$ cat src/rtl/ifetch_pkg.sv
`default_nettype none
// ============================================================================
// ifetch_pkg : shared types and helpers for the instruction line arbiter
// Revision   : 1.0
// ============================================================================
package ifetch_pkg;

    localparam int LINE_BYTES = 16;
    localparam int OFFSET_W   = 4;

    typedef enum logic [1:0] {
        IDLE = 2'd0,
        WAIT = 2'd1,
        RESP = 2'd2
    } state_t;

    // Operates on a 64-bit container so any address width up to 64 can use it.
    function automatic logic [63:0] line_align(input logic [63:0] addr);
        return {addr[63:OFFSET_W], {OFFSET_W{1'b0}}};
    endfunction

endpackage
`default_nettype wire

$ cat src/rtl/rr_arb2.sv
`default_nettype none
// ============================================================================
// rr_arb2  : two-input round-robin arbiter, one-hot grant, priority on grant
// Revision : 1.0
// ============================================================================
module rr_arb2 (
    input  logic       clk,
    input  logic       rst_n,
    input  logic [1:0] req_i,
    input  logic       en_i,
    output logic [1:0] gnt_o
);

    logic prio_q;
    logic prio_d;

    always_comb begin
        gnt_o  = 2'b00;
        prio_d = prio_q;
        if (en_i) begin
            case (req_i)
                2'b01:   gnt_o = 2'b01;
                2'b10:   gnt_o = 2'b10;
                2'b11:   gnt_o = prio_q ? 2'b10 : 2'b01;
                default: gnt_o = 2'b00;
            endcase
        end
        // Priority passes to the requester that did not just win.
        if (gnt_o[0]) begin
            prio_d = 1'b1;
        end else if (gnt_o[1]) begin
            prio_d = 1'b0;
        end
    end

    always_ff @(posedge clk or negedge rst_n) begin
        if (!rst_n) begin
            prio_q <= 1'b0;
        end else begin
            prio_q <= prio_d;
        end
    end

endmodule
`default_nettype wire

$ cat src/rtl/ifetch_line_arbiter.sv
`default_nettype none
// ============================================================================
// ifetch_line_arbiter : round-robin sharing of a fixed-latency 128-bit line
//                       memory; optional one-line repeat buffer via
//                       IFETCH_LINE_BUF_EN.
// Revision            : 1.0
// ============================================================================
module ifetch_line_arbiter
    import ifetch_pkg::*;
#(
    parameter int ADDR_W      = 32,
    parameter int LINE_W      = 128,
    parameter int MEM_BYTES   = 1024,
    parameter int MEM_LATENCY = 5
) (
    input  logic              clk,
    input  logic              rst_n,
    input  logic [1:0]        req_valid,
    input  logic [ADDR_W-1:0] req_addr0,
    input  logic [ADDR_W-1:0] req_addr1,
    output logic [1:0]        req_ready,
    output logic              rsp_valid,
    output logic              rsp_id,
    output logic              rsp_err,
    output logic [LINE_W-1:0] rsp_line,
    input  logic              flush,
    output logic [ADDR_W-1:0] mem_addr,
    output logic              mem_start,
    input  logic [LINE_W-1:0] mem_line
);

    localparam int                CNT_W     = $clog2(MEM_LATENCY);
    localparam logic [CNT_W-1:0]  CNT_LOAD  = CNT_W'(MEM_LATENCY - 1);
    localparam logic [ADDR_W-1:0] ERR_LIMIT = ADDR_W'(MEM_BYTES - 15);
    localparam int                TAG_W     = ADDR_W - OFFSET_W;

    state_t              state_q, state_d;
    logic [CNT_W-1:0]    cnt_q, cnt_d;
    logic                id_q, id_d;
    logic                err_q, err_d;
    logic [LINE_W-1:0]   line_q, line_d;
    logic [ADDR_W-1:0]   mem_addr_q, mem_addr_d;
    logic                mem_start_q, mem_start_d;

    logic [1:0]          w_gnt;
    logic                w_arb_en;
    logic                w_grant;
    logic                w_sel_id;
    logic [ADDR_W-1:0]   w_sel_addr;
    logic [63:0]         w_align64;
    logic                w_err;
    logic                w_hit;
    logic                w_capture;
    logic [LINE_W-1:0]   w_buf_line;

    assign w_arb_en   = (state_q == IDLE) && rst_n;
    assign w_grant    = |w_gnt;
    assign w_sel_id   = w_gnt[1];
    assign w_sel_addr = w_sel_id ? req_addr1 : req_addr0;
    assign w_align64  = line_align(64'(w_sel_addr));
    // Range check uses the unaligned byte address.
    assign w_err      = (w_sel_addr >= ERR_LIMIT);
    assign w_capture  = (state_q == WAIT) && !mem_start_q && (cnt_q == '0);

    rr_arb2 u_arb (
        .clk   (clk),
        .rst_n (rst_n),
        .req_i (req_valid),
        .en_i  (w_arb_en),
        .gnt_o (w_gnt)
    );

`ifdef IFETCH_LINE_BUF_EN
    logic              buf_valid_q, buf_valid_d;
    logic [TAG_W-1:0]  buf_tag_q,   buf_tag_d;
    logic [LINE_W-1:0] buf_line_q,  buf_line_d;
    logic              nofill_q,    nofill_d;
    logic              w_unused;

    assign w_hit      = buf_valid_q && !flush && !w_err &&
                        (buf_tag_q == w_sel_addr[ADDR_W-1:OFFSET_W]);
    assign w_buf_line = buf_line_q;
    assign w_unused   = ^w_align64;

    always_comb begin
        buf_valid_d = buf_valid_q;
        buf_tag_d   = buf_tag_q;
        buf_line_d  = buf_line_q;
        nofill_d    = nofill_q;
        if ((state_q == IDLE) && w_grant && !w_err && !w_hit) begin
            nofill_d = 1'b0;
        end
        // A flush while the access is outstanding keeps its line out of the buffer.
        if (flush) begin
            buf_valid_d = 1'b0;
            if (state_q == WAIT) begin
                nofill_d = 1'b1;
            end
        end
        if (w_capture && !nofill_d) begin
            buf_valid_d = 1'b1;
            buf_tag_d   = mem_addr_q[ADDR_W-1:OFFSET_W];
            buf_line_d  = mem_line;
        end
    end

    always_ff @(posedge clk or negedge rst_n) begin
        if (!rst_n) begin
            buf_valid_q <= 1'b0;
            buf_tag_q   <= '0;
            buf_line_q  <= '0;
            nofill_q    <= 1'b0;
        end else begin
            buf_valid_q <= buf_valid_d;
            buf_tag_q   <= buf_tag_d;
            buf_line_q  <= buf_line_d;
            nofill_q    <= nofill_d;
        end
    end
`else
    logic w_unused;

    assign w_hit      = 1'b0;
    assign w_buf_line = '0;
    assign w_unused   = ^{flush, w_align64, TAG_W};
`endif

    always_comb begin
        state_d     = state_q;
        cnt_d       = cnt_q;
        id_d        = id_q;
        err_d       = err_q;
        line_d      = line_q;
        mem_addr_d  = mem_addr_q;
        mem_start_d = 1'b0;
        case (state_q)
            IDLE: begin
                if (w_grant) begin
                    id_d  = w_sel_id;
                    err_d = w_err;
                    if (w_err) begin
                        line_d  = '0;
                        state_d = RESP;
                    end else if (w_hit) begin
                        line_d  = w_buf_line;
                        state_d = RESP;
                    end else begin
                        mem_addr_d  = w_align64[ADDR_W-1:0];
                        mem_start_d = 1'b1;
                        state_d     = WAIT;
                    end
                end
            end
            WAIT: begin
                // Counter loads during the start cycle so capture lands MEM_LATENCY later.
                if (mem_start_q) begin
                    cnt_d = CNT_LOAD;
                end else if (cnt_q == '0) begin
                    line_d  = mem_line;
                    state_d = RESP;
                end else begin
                    cnt_d = cnt_q - 1'b1;
                end
            end
            RESP:    state_d = IDLE;
            default: state_d = IDLE;
        endcase
    end

    always_ff @(posedge clk or negedge rst_n) begin
        if (!rst_n) begin
            state_q     <= IDLE;
            cnt_q       <= '0;
            id_q        <= 1'b0;
            err_q       <= 1'b0;
            line_q      <= '0;
            mem_addr_q  <= '0;
            mem_start_q <= 1'b0;
        end else begin
            state_q     <= state_d;
            cnt_q       <= cnt_d;
            id_q        <= id_d;
            err_q       <= err_d;
            line_q      <= line_d;
            mem_addr_q  <= mem_addr_d;
            mem_start_q <= mem_start_d;
        end
    end

    assign req_ready = w_gnt;
    assign rsp_valid = (state_q == RESP);
    assign rsp_id    = id_q;
    assign rsp_err   = err_q;
    assign rsp_line  = line_q;
    assign mem_addr  = mem_addr_q;
    assign mem_start = mem_start_q;

endmodule
`default_nettype wire
$ cat config.mk
export PLATFORM = sky130hd
export DESIGN_NAME = ifetch_line_arbiter
export DESIGN_NICKNAME = d
export VERILOG_FILES = /design/src/rtl/ifetch_pkg.sv /design/src/rtl/rr_arb2.sv /design/src/rtl/ifetch_line_arbiter.sv
export SDC_FILE = /design/constraint.sdc
export NUM_CORES = 1
export LEC_CHECK = 0
export CAP_MARGIN = 5
export CORE_UTILIZATION = 29
export DETAILED_ROUTE_END_ITERATION = 16
export PLACE_DENSITY = 0.66
export SLEW_MARGIN = 20
export SYNTH_ARGS = -nofsm -noshare
export SYNTH_HDL_FRONTEND = slang
export SYNTH_SLANG_ARGS = --single-unit
$ cat constraint.sdc
create_clock -name clk -period 2.1 [get_ports clk]
set_clock_uncertainty 0.05 [all_clocks]
set_input_delay 0.42 -clock clk [delete_from_list [all_inputs] [get_ports clk]]
set_output_delay 0.42 -clock clk [all_outputs]
set_load 0.05 [all_outputs]
# Yosys cells after proc, flatten, opt, wreduce, memory -nomap -nowiden

Cells that the tools add are included.

Register bits: 165
Input port bits: 197

Reductions and logical operators: 11
Muxes and demuxes: 21
$lt $le $gt $ge: 1
Bitwise logic cells: 1
Equal/unequal tests: 10
Add/sub/neg operators: 1

Operators by type and width:

| kind                 | number |
|---|---|
| $mux 128             | 4 |
| $pmux 128 s2         | 1 |
| $ge 32x10->1 const B | 1 |
| $mux 32              | 1 |
| $mux 2               | 6 |
| $ne 2x2->1 const B   | 4 |
| $eq 2x2->1 const B   | 3 |
| $mux 3               | 2 |
| $pmux 2 s3           | 1 |
| $reduce_and 3->1     | 2 |
| $mux 1               | 5 |
| $reduce_and 5->1     | 1 |
| $eq 2x1->1 const B   | 2 |
| $pmux 2 s2           | 1 |
| $reduce_and 2->1     | 2 |
| $reduce_bool 2->1    | 2 |
| $logic_not 3->1      | 1 |
| $sub 3x1->3 const B  | 1 |
| $logic_not 2->1      | 1 |
| $ne 2x1->1 const B   | 1 |
| $reduce_or 2->1      | 1 |
| $logic_and 1x1->1    | 1 |
| $not 1->1            | 1 |

# Logic depth before layout (Yosys ltp)

Gate-level depths: netlist (run 1).

Word-level depth: 8
Gate-level depth with buffers: 8
Gate-level depth less buffers: 6

# Modules after synthesis

A second synthesis (run 1) with hierarchy kept.

Cell total of the unflattened synthesis: 713
Area, all modules: 7,428.4 um^2

By module, submodules not included:

| module              | area an instance (um^2) | seq. area each (um^2) | instances | cells an instance |
|---|---|---|---|---|
| ifetch_line_arbiter | 7,359.6                 | 4,103.9               | 1         | 704 |
| rr_arb2             | 68.8                    | 25.0                  | 1         | 9 |

# Worst setup path before layout (run 1)

No wires, ideal clock.

Path kind: flip-flop to flip-flop
Start: register mem_start_q, in the netlist mem_start
End: register line_q[21], in the netlist rsp_line[21]
Data required time: 1,983 ps
Arrival time: 1,987 ps
Setup slack: -3 ps
Library setup time: 67 ps
Cell stages (with the launch flop): 6
Path through: dfrtp_1 > or3b_2 > nor2_1 > clkbuf_1 > clkbuf_1 > a22o_1

Longest elaborated chain between the ends: 2

RTL lines:

| what                              | RTL line                   | RTL |
|---|---|---|
| start, declared                   | ifetch_line_arbiter.sv:43  | `logic mem_start_q, mem_start_d;` |
| start signal, assigned            | ifetch_line_arbiter.sv:186 | `mem_start_q <= mem_start_d;` |
| $ne 2x2->1 (no source line)       | -                          |  |
| $reduce_and 5->1 (no source line) | -                          |  |
| end signal, assigned              | ifetch_line_arbiter.sv:184 | `line_q <= line_d;` |
| end, declared                     | ifetch_line_arbiter.sv:41  | `logic [LINE_W-1:0] line_q, line_d;` |

Every way passes these cells.
A chain may end at the register's enable or synchronous reset.

# Worst setup path in the final report (run 1)

Start: input port req_addr0[26]
End: register line_q[104], in the netlist rsp_line[104]

Longest elaborated chain between the ends: 4

RTL lines:

| what                              | RTL line                  | RTL |
|---|---|---|
| start, declared                   | ifetch_line_arbiter.sv:19 | `input logic [ADDR_W-1:0] req_addr0,` |
| $mux 32                           | ifetch_line_arbiter.sv:59 | `assign w_sel_addr = w_sel_id ? req_addr1 : req_addr0;` |
| $ge 32x10->1                      | ifetch_line_arbiter.sv:62 | `assign w_err = (w_sel_addr >= ERR_LIMIT);` |
| $ne 2x2->1 (no source line)       | -                         |  |
| $reduce_and 5->1 (no source line) | -                         |  |

Every way passes these cells.

==> metrics.txt, run 1 <==
Yosys reg bits=165; drt wl/cell=19.0 um; largest family of logic cells by synthesized area=compound AO/OA/AOI/OAI gates; kind of cell adding the most delay to the critical path=simple AND/OR/NAND/NOR gates; CTS Buf Count=17; CP endpoint=rsp_line[104]; hpwl dp=13800 um; WP buf/inv=3; fillers=1751; count of different cell masters after synthesis=34; pre-CTS setup slack=-0.737 ns; share of the synthesized area in the top cell type=65.6%; die area=0.0223 sq mm; XOR/XNOR Fraction of Synth Area=0%; fin crit period=2.19 ns; Leak=6.97 nW; area grow syn2layout=85.5%; fin. max-slew vios=0; first-pass GRT wire length=30800 um; Final setup viols=129; Worst EP arrival=2.49 ns; PwrDens=625 mW/mm^2; simple-gate area share of the yosys netlist=6.88%; post-synthesis sequential area ratio=65.6%; worst min path class=register to register; CP max stage cell=or4b_4; Ports=363; final worst path period share=104%; total routed wirelength=21300 um; DRC Markers=0; top cells by area, synth=dfrtp_1 66%, a22o_1 18%, buf_12 3.5%; dpl cells=1067; Synth Instances=431; status=complete, but fails checks; synthesized cell area=0.00629 sq mm; commonest non-fill, non-tap cell in the layout=clkdlybuf4s50_1; number of global-route vias before repair=5414; Starting Density=29.7%; die height=149 um; Synth area leader=dfrtp_1; adder-cell share of the synthesized area=0.398%; most frequent cells in the layout=225 x clkdlybuf4s50_1, 162 x dfrtp_1, 128 x a22o_1; pin count of the biggest net entering global routing=77; type of element launching the critical path=primary input; initial antenna violation count=1; CTS tree=yes; CP Capture Type=register; Final Hold Fails=0; FMAX=0.457 GHz; slew margin rel.=46.4%; Core ar.=0.0212 sq mm; Total Routing Usage GR=18.2%; H-Tree Level Count=4; drt pass-1 iters=4; Critical Path RT=2.40 ns; Worst IR Drop VDD=0.000418 V; DR iter-0 viols=175; max_cap viols=0; vias=5335; layout cells sized above 1=17.3%; Cell Count, Final, Fillers Out=1122; PortBufs=357; mux cell area share after synthesis=2.15%; CP peak stage delay=0.48 ns; failing checks=setup timing; Compound-Gate Fraction of Synth Area=19.0%; Mean Syn Cell Area=14.6 sq um; fin worst setup slack=-0.0882 ns; Clock Tree Root=clkbuf_16; CTS sink count=165; RR Endpoint=rsp_line[104]; Die Width=149 um; worst r2r path cells=7; FF-to-FF Start=state_q[1]; clock slew at reported path FFs=0.07 ns; Antenna Nets Post-Route=0; PnR Total Power=7.30 mW; Worst Tran Pin Value=0.803 ns; final core utilization=55.2%; critical path depth=8; GP Congestion=0.849; CTS Buffer Depth=2; WS Path Type=primary input to register; hold slack=0.426 ns; worst skew pair latency=0.41 ns; Ys Warns=0; total gr overflow=0; nets@finish=1032; Worst Setup SP=req_addr0[26]; Worst Path Max Fanout=8; RSZ-0062 raised after global routing=yes; Rows=53; post-DR vias/cell=4.75; crit-path cells=clkdlybuf4s50_1 > nor4_2 > and4_1 > or4b_4 > nand3_4 > buf_12 > clkbuf_16 > a22o_1; FF-to-FF setup slack=-0.04 ns; hold-critical path depth=2
-- power by group --
group	leakage, nW	internal, mW	switching (mW)	total [mW]
Combinational	4.37	0.501	0.341	0.842
Clock	0.303	1.86	1.39	3.25
Sequential	2.29	3.19	0.0116	3.20
-- worst min-delay path: cells and delay by family (launching register included) --
family / cells / cell delay [ns]
AND/OR/NAND/NOR: 1 / 0.05
AO/OA/AOI/OAI: 1 / 0.05
flip-flops: 1 / 0.35
-- repair_timing --
action	CTS	global route
hold buffers	1	0
endpoints found under the hold margin	26	0
cloned	6	5
gates resized for setup	45	130
pin swaps	10	21
setup buffers	9	3
setup endpoints to repair	172	306
-- state kept, by name, indices dropped and copies added (netlist names) --
| name | flops |
|---|---|
| mem_start | 1 |
| state_q | 2 |
| rsp_err | 1 |
| cnt_q | 3 |
| rsp_id | 1 |
| mem_addr | 28 |
| rsp_line | 128 |
| u_arb.prio_q | 1 |
-- per-layer routing --
layer / vias up / GRT usage (%) / part of all wire (%) / routed length, um
met4: 0 / 6.07 / 1.6 / 350
li1: 2441 / - / - / -
met2: 216 / 28.7 / 49 / 10400
met5: - / 0 / 0 / 0
met1: 2657 / 23.6 / 43 / 9160
met3: 21 / 5.50 / 6.9 / 1480
-- synthesized netlist by cell type, drive strengths merged --
| library cell | number |
|---|---|
| and4 | 1 |
| buf | 20 |
| nor2 | 2 |
| and3 | 1 |
| o21a | 1 |
| o21ai | 4 |
| or4 | 1 |
| nand2 | 11 |
| a21oi | 2 |
| a31o | 1 |
| or3b | 1 |
| nor4b | 1 |
| nand2b | 2 |
| nor4 | 15 |
| nand4 | 3 |
| a22o | 128 |
| and2 | 22 |
| clkbuf | 16 |
| nor3b | 1 |
| o31ai | 2 |
| ha | 2 |
| a21o | 2 |
| mux2 | 12 |
| nor2b | 2 |
| conb | 1 |
| dfrtp | 165 |
| nand3 | 2 |
| inv | 5 |
| nor3 | 4 |
| or4b | 1 |
-- logic make-up (layout without fill, tap and decap cells) --
family	count (synthesis)	in the layout
compound gates	140	141
simple gates	70	70
other cells	1	5
fa+ha+maj	2	2
flops	165	165
mux	12	12
buf+inv	41	452
-- metrics by stage --
stage          instance area (sq um)  setup TNS, ns
2_1_floorplan                   6310              0
3_3_place_gp                   10300        -105.90
3_5_place_dp                   10300        -103.53
4_1_cts                        11200          -4.48
5_1_grt                        11700         -13.04
6_report                       11700          -5.04
-- worst min path at each step --
stage | startpoint | to | slack (ns)
after detailed placement | rst_n | rsp_line[95] | 0.41
after global routing | mem_addr[31] | mem_addr[31] | 0.45
final | rsp_err | rsp_err | 0.43
after CTS | cnt_q[1] | cnt_q[1] | 0.43
after floorplan | rst_n | cnt_q[0] | 0.07
after global placement | rst_n | rsp_line[95] | 0.41
-- area by class of cell --
cell class / instances / area (sq um) / area share, %
antenna: 1 / 2.50 / 0.0214
sequential: 165 / 4130 / 35.4
multi-input combinational: 229 / 2000 / 17.1
clock inverter: 13 / 158 / 1.35
tap: 275 / 344 / 2.95
clock buffer: 19 / 453 / 3.88
inverter: 5 / 18.8 / 0.161
timing repair buffer: 415 / 4560 / 39.1
Power figures use the tool's default switching activity.
==> run 2: changes to the inputs <==
- ABC_AREA: not set -> 0
- GPL_TIMING_DRIVEN: not set -> 0
- REMOVE_ABC_BUFFERS: not set -> 1
==> run 2 against run 1 <==
Net effect:
- the run ends with hold timing, setup timing left
- global-route usage increased by 2.2 points
- design area increased by 2.6%
- sequential cell count unchanged
- total power increased by 0.21%
- clock-buffer cell count decreased by 2
- first-iteration DRC count decreased by 5.1%
- register-to-register slack got worse by 0.08 ns
- clock power decreased by 2%
- wire length increased by 8.9%
- via count increased by 2.2%
- core utilization increased by 1.4 points
- critical path depth increased by 2
- critical path type unchanged
- critical endpoint is now rsp_line[34]
- largest power group is now registers
==> metrics.txt, run 2 (synthesis results as in run 1) <==
vias=5452; DR iter-0 viols=166; CP Capture Type=register; fillers=1744; slew margin rel.=61.9%; drt wl/cell=20.6 um; FMAX=0.446 GHz; PortBufs=357; CTS Buf Count=17; number of global-route vias before repair=5674; dpl cells=1037; worst skew pair latency=0.42 ns; flip-flop count of the largest register after layout=128; drt pass-1 iters=4; ANT cells=0; total routed wirelength=23300 um; status=complete, but fails checks; Final setup viols=135; clock slew at reported path FFs=0.08 ns; Worst EP arrival=2.56 ns; design area=0.0120 sq mm; Fin Setup TNS=-12.10 ns; CTS tree=yes; fin. max-slew vios=0; final worst path period share=107%; hpwl dp=14000 um; final core utilization=56.6%; type of element launching the critical path=primary input; fin worst setup slack=-0.142 ns; fin crit period=2.24 ns; PwrDens=611 mW/mm^2; worst min path class=primary input to asynchronous set/reset pin; Critical Path RT=2.42 ns; Antenna Nets Post-Route=0; H-Tree Level Count=4; most frequent cells in the layout=205 x clkdlybuf4s50_1, 163 x dfrtp_1, 128 x a22o_1; worst r2r path cells=9; nets@finish=1038; Final Hold Fails=69; failing checks=hold timing, setup timing; die height=149 um; Worst IR Drop VDD=0.000505 V; die area=0.0223 sq mm; Worst Path Max Fanout=8; area grow syn2layout=90.3%; Total Routing Usage GR=20.4%; Worst Tran Pin Value=0.573 ns; max_cap viols=0; Core ar.=0.0212 sq mm; Multi-input gate area=0.00204 sq mm; Cell Count, Final, Fillers Out=1127; Ports=363; Leak=7.10 nW; Clock Tree Root=clkbuf_16; register area=0.00413 sq mm; total gr overflow=0; GP Congestion=0.744; commonest non-fill, non-tap cell in the layout=clkdlybuf4s50_1; Starting Density=29.7%; layout cells sized above 1=16.9%; Die Width=149 um; post-DR vias/cell=4.84; initial antenna violation count=0; PnR Total Power=7.31 mW; pin count of the biggest net entering global routing=97; DRC Markers=0; first-pass GRT wire length=33500 um; CTS Buffer Depth=2; Placed Area=0.0101 sq mm; RSZ-0062 raised after global routing=yes; hold slack=-0.173 ns; WS Path Type=primary input to register; CTS sink count=165; pre-CTS setup slack=-0.925 ns; Rows=53
[run 2: cell count changes in the layout (fill, tap and decap cells not counted), moves of 6 or more]
cell,change
clkdlybuf4s50_1,-20
buf_16,+11
buf_6,-6
dlymetal6s2s_1,-18
buf_4,-11
dlygate4sd2_1,+43
[run 2: layer usage]
metal / vias to the layer above / GRT usage (%) / wire length [um]
met5: - / 0 / 0
met4: 0 / 6.48 / 429
met3: 26 / 6.51 / 1850
met2: 243 / 34.2 / 11600
met1: 2729 / 24.9 / 9410
li1: 2454 / - / -
[run 2: what timing repair did]
item | CTS | global route
pin swaps | 22 | 19
setup endpoints to repair | 213 | 244
endpoints found under the hold margin | 69 | 69
gates resized for setup | 127 | 108
setup buffers | 32 | 10
cloned | 15 | 4
[run 2: path summary, 6_finish.rpt]
| path | start | endpoint | slack (ns) |
|---|---|---|---|
| setup / recovery | req_addr1[23] | rsp_line[34] | -0.14 |
| hold / removal | rst_n | rsp_line[79] | -0.17 |
| setup reg to reg | state_q[1] | rsp_line[34] | -0.12 |
| hold reg to reg | mem_addr[10] | mem_addr[10] | 0.43 |
| max in group asynchronous | rst_n | mem_addr[21] | 1.38 |
| min in group clk | mem_addr[10] | mem_addr[10] | 0.43 |
[run 2: report_power, final]
| group | switching, mW | internal [mW] | total [mW] |
|---|---|---|---|
| registers | 0.0114 | 3.19 | 3.20 |
| clock network | 1.55 | 1.62 | 3.17 |
| logic | 0.372 | 0.567 | 0.939 |
[run 2: final cells by class]
class / count / share of cell area (%)
Sequential cell: 165 / 34.5
Timing Repair Buffer: 420 / 40.3
Inverter: 5 / 0.219
Multi-Input combinational cell: 230 / 17.0
Tap cell: 275 / 2.87
Clock inverter: 15 / 1.49
Clock buffer: 17 / 3.55
[run 2: worst max-delay path, stage by stage]
cell and delay, ns:
clkdlybuf4s50_1 0.43, nor4_2 0.30, nand2_1 0.12, or4_4 0.57, nand3_4 0.13, buf_12 0.12, buf_12 0.10, buf_12 0.11
buf_16 0.13, a22o_1 0.13
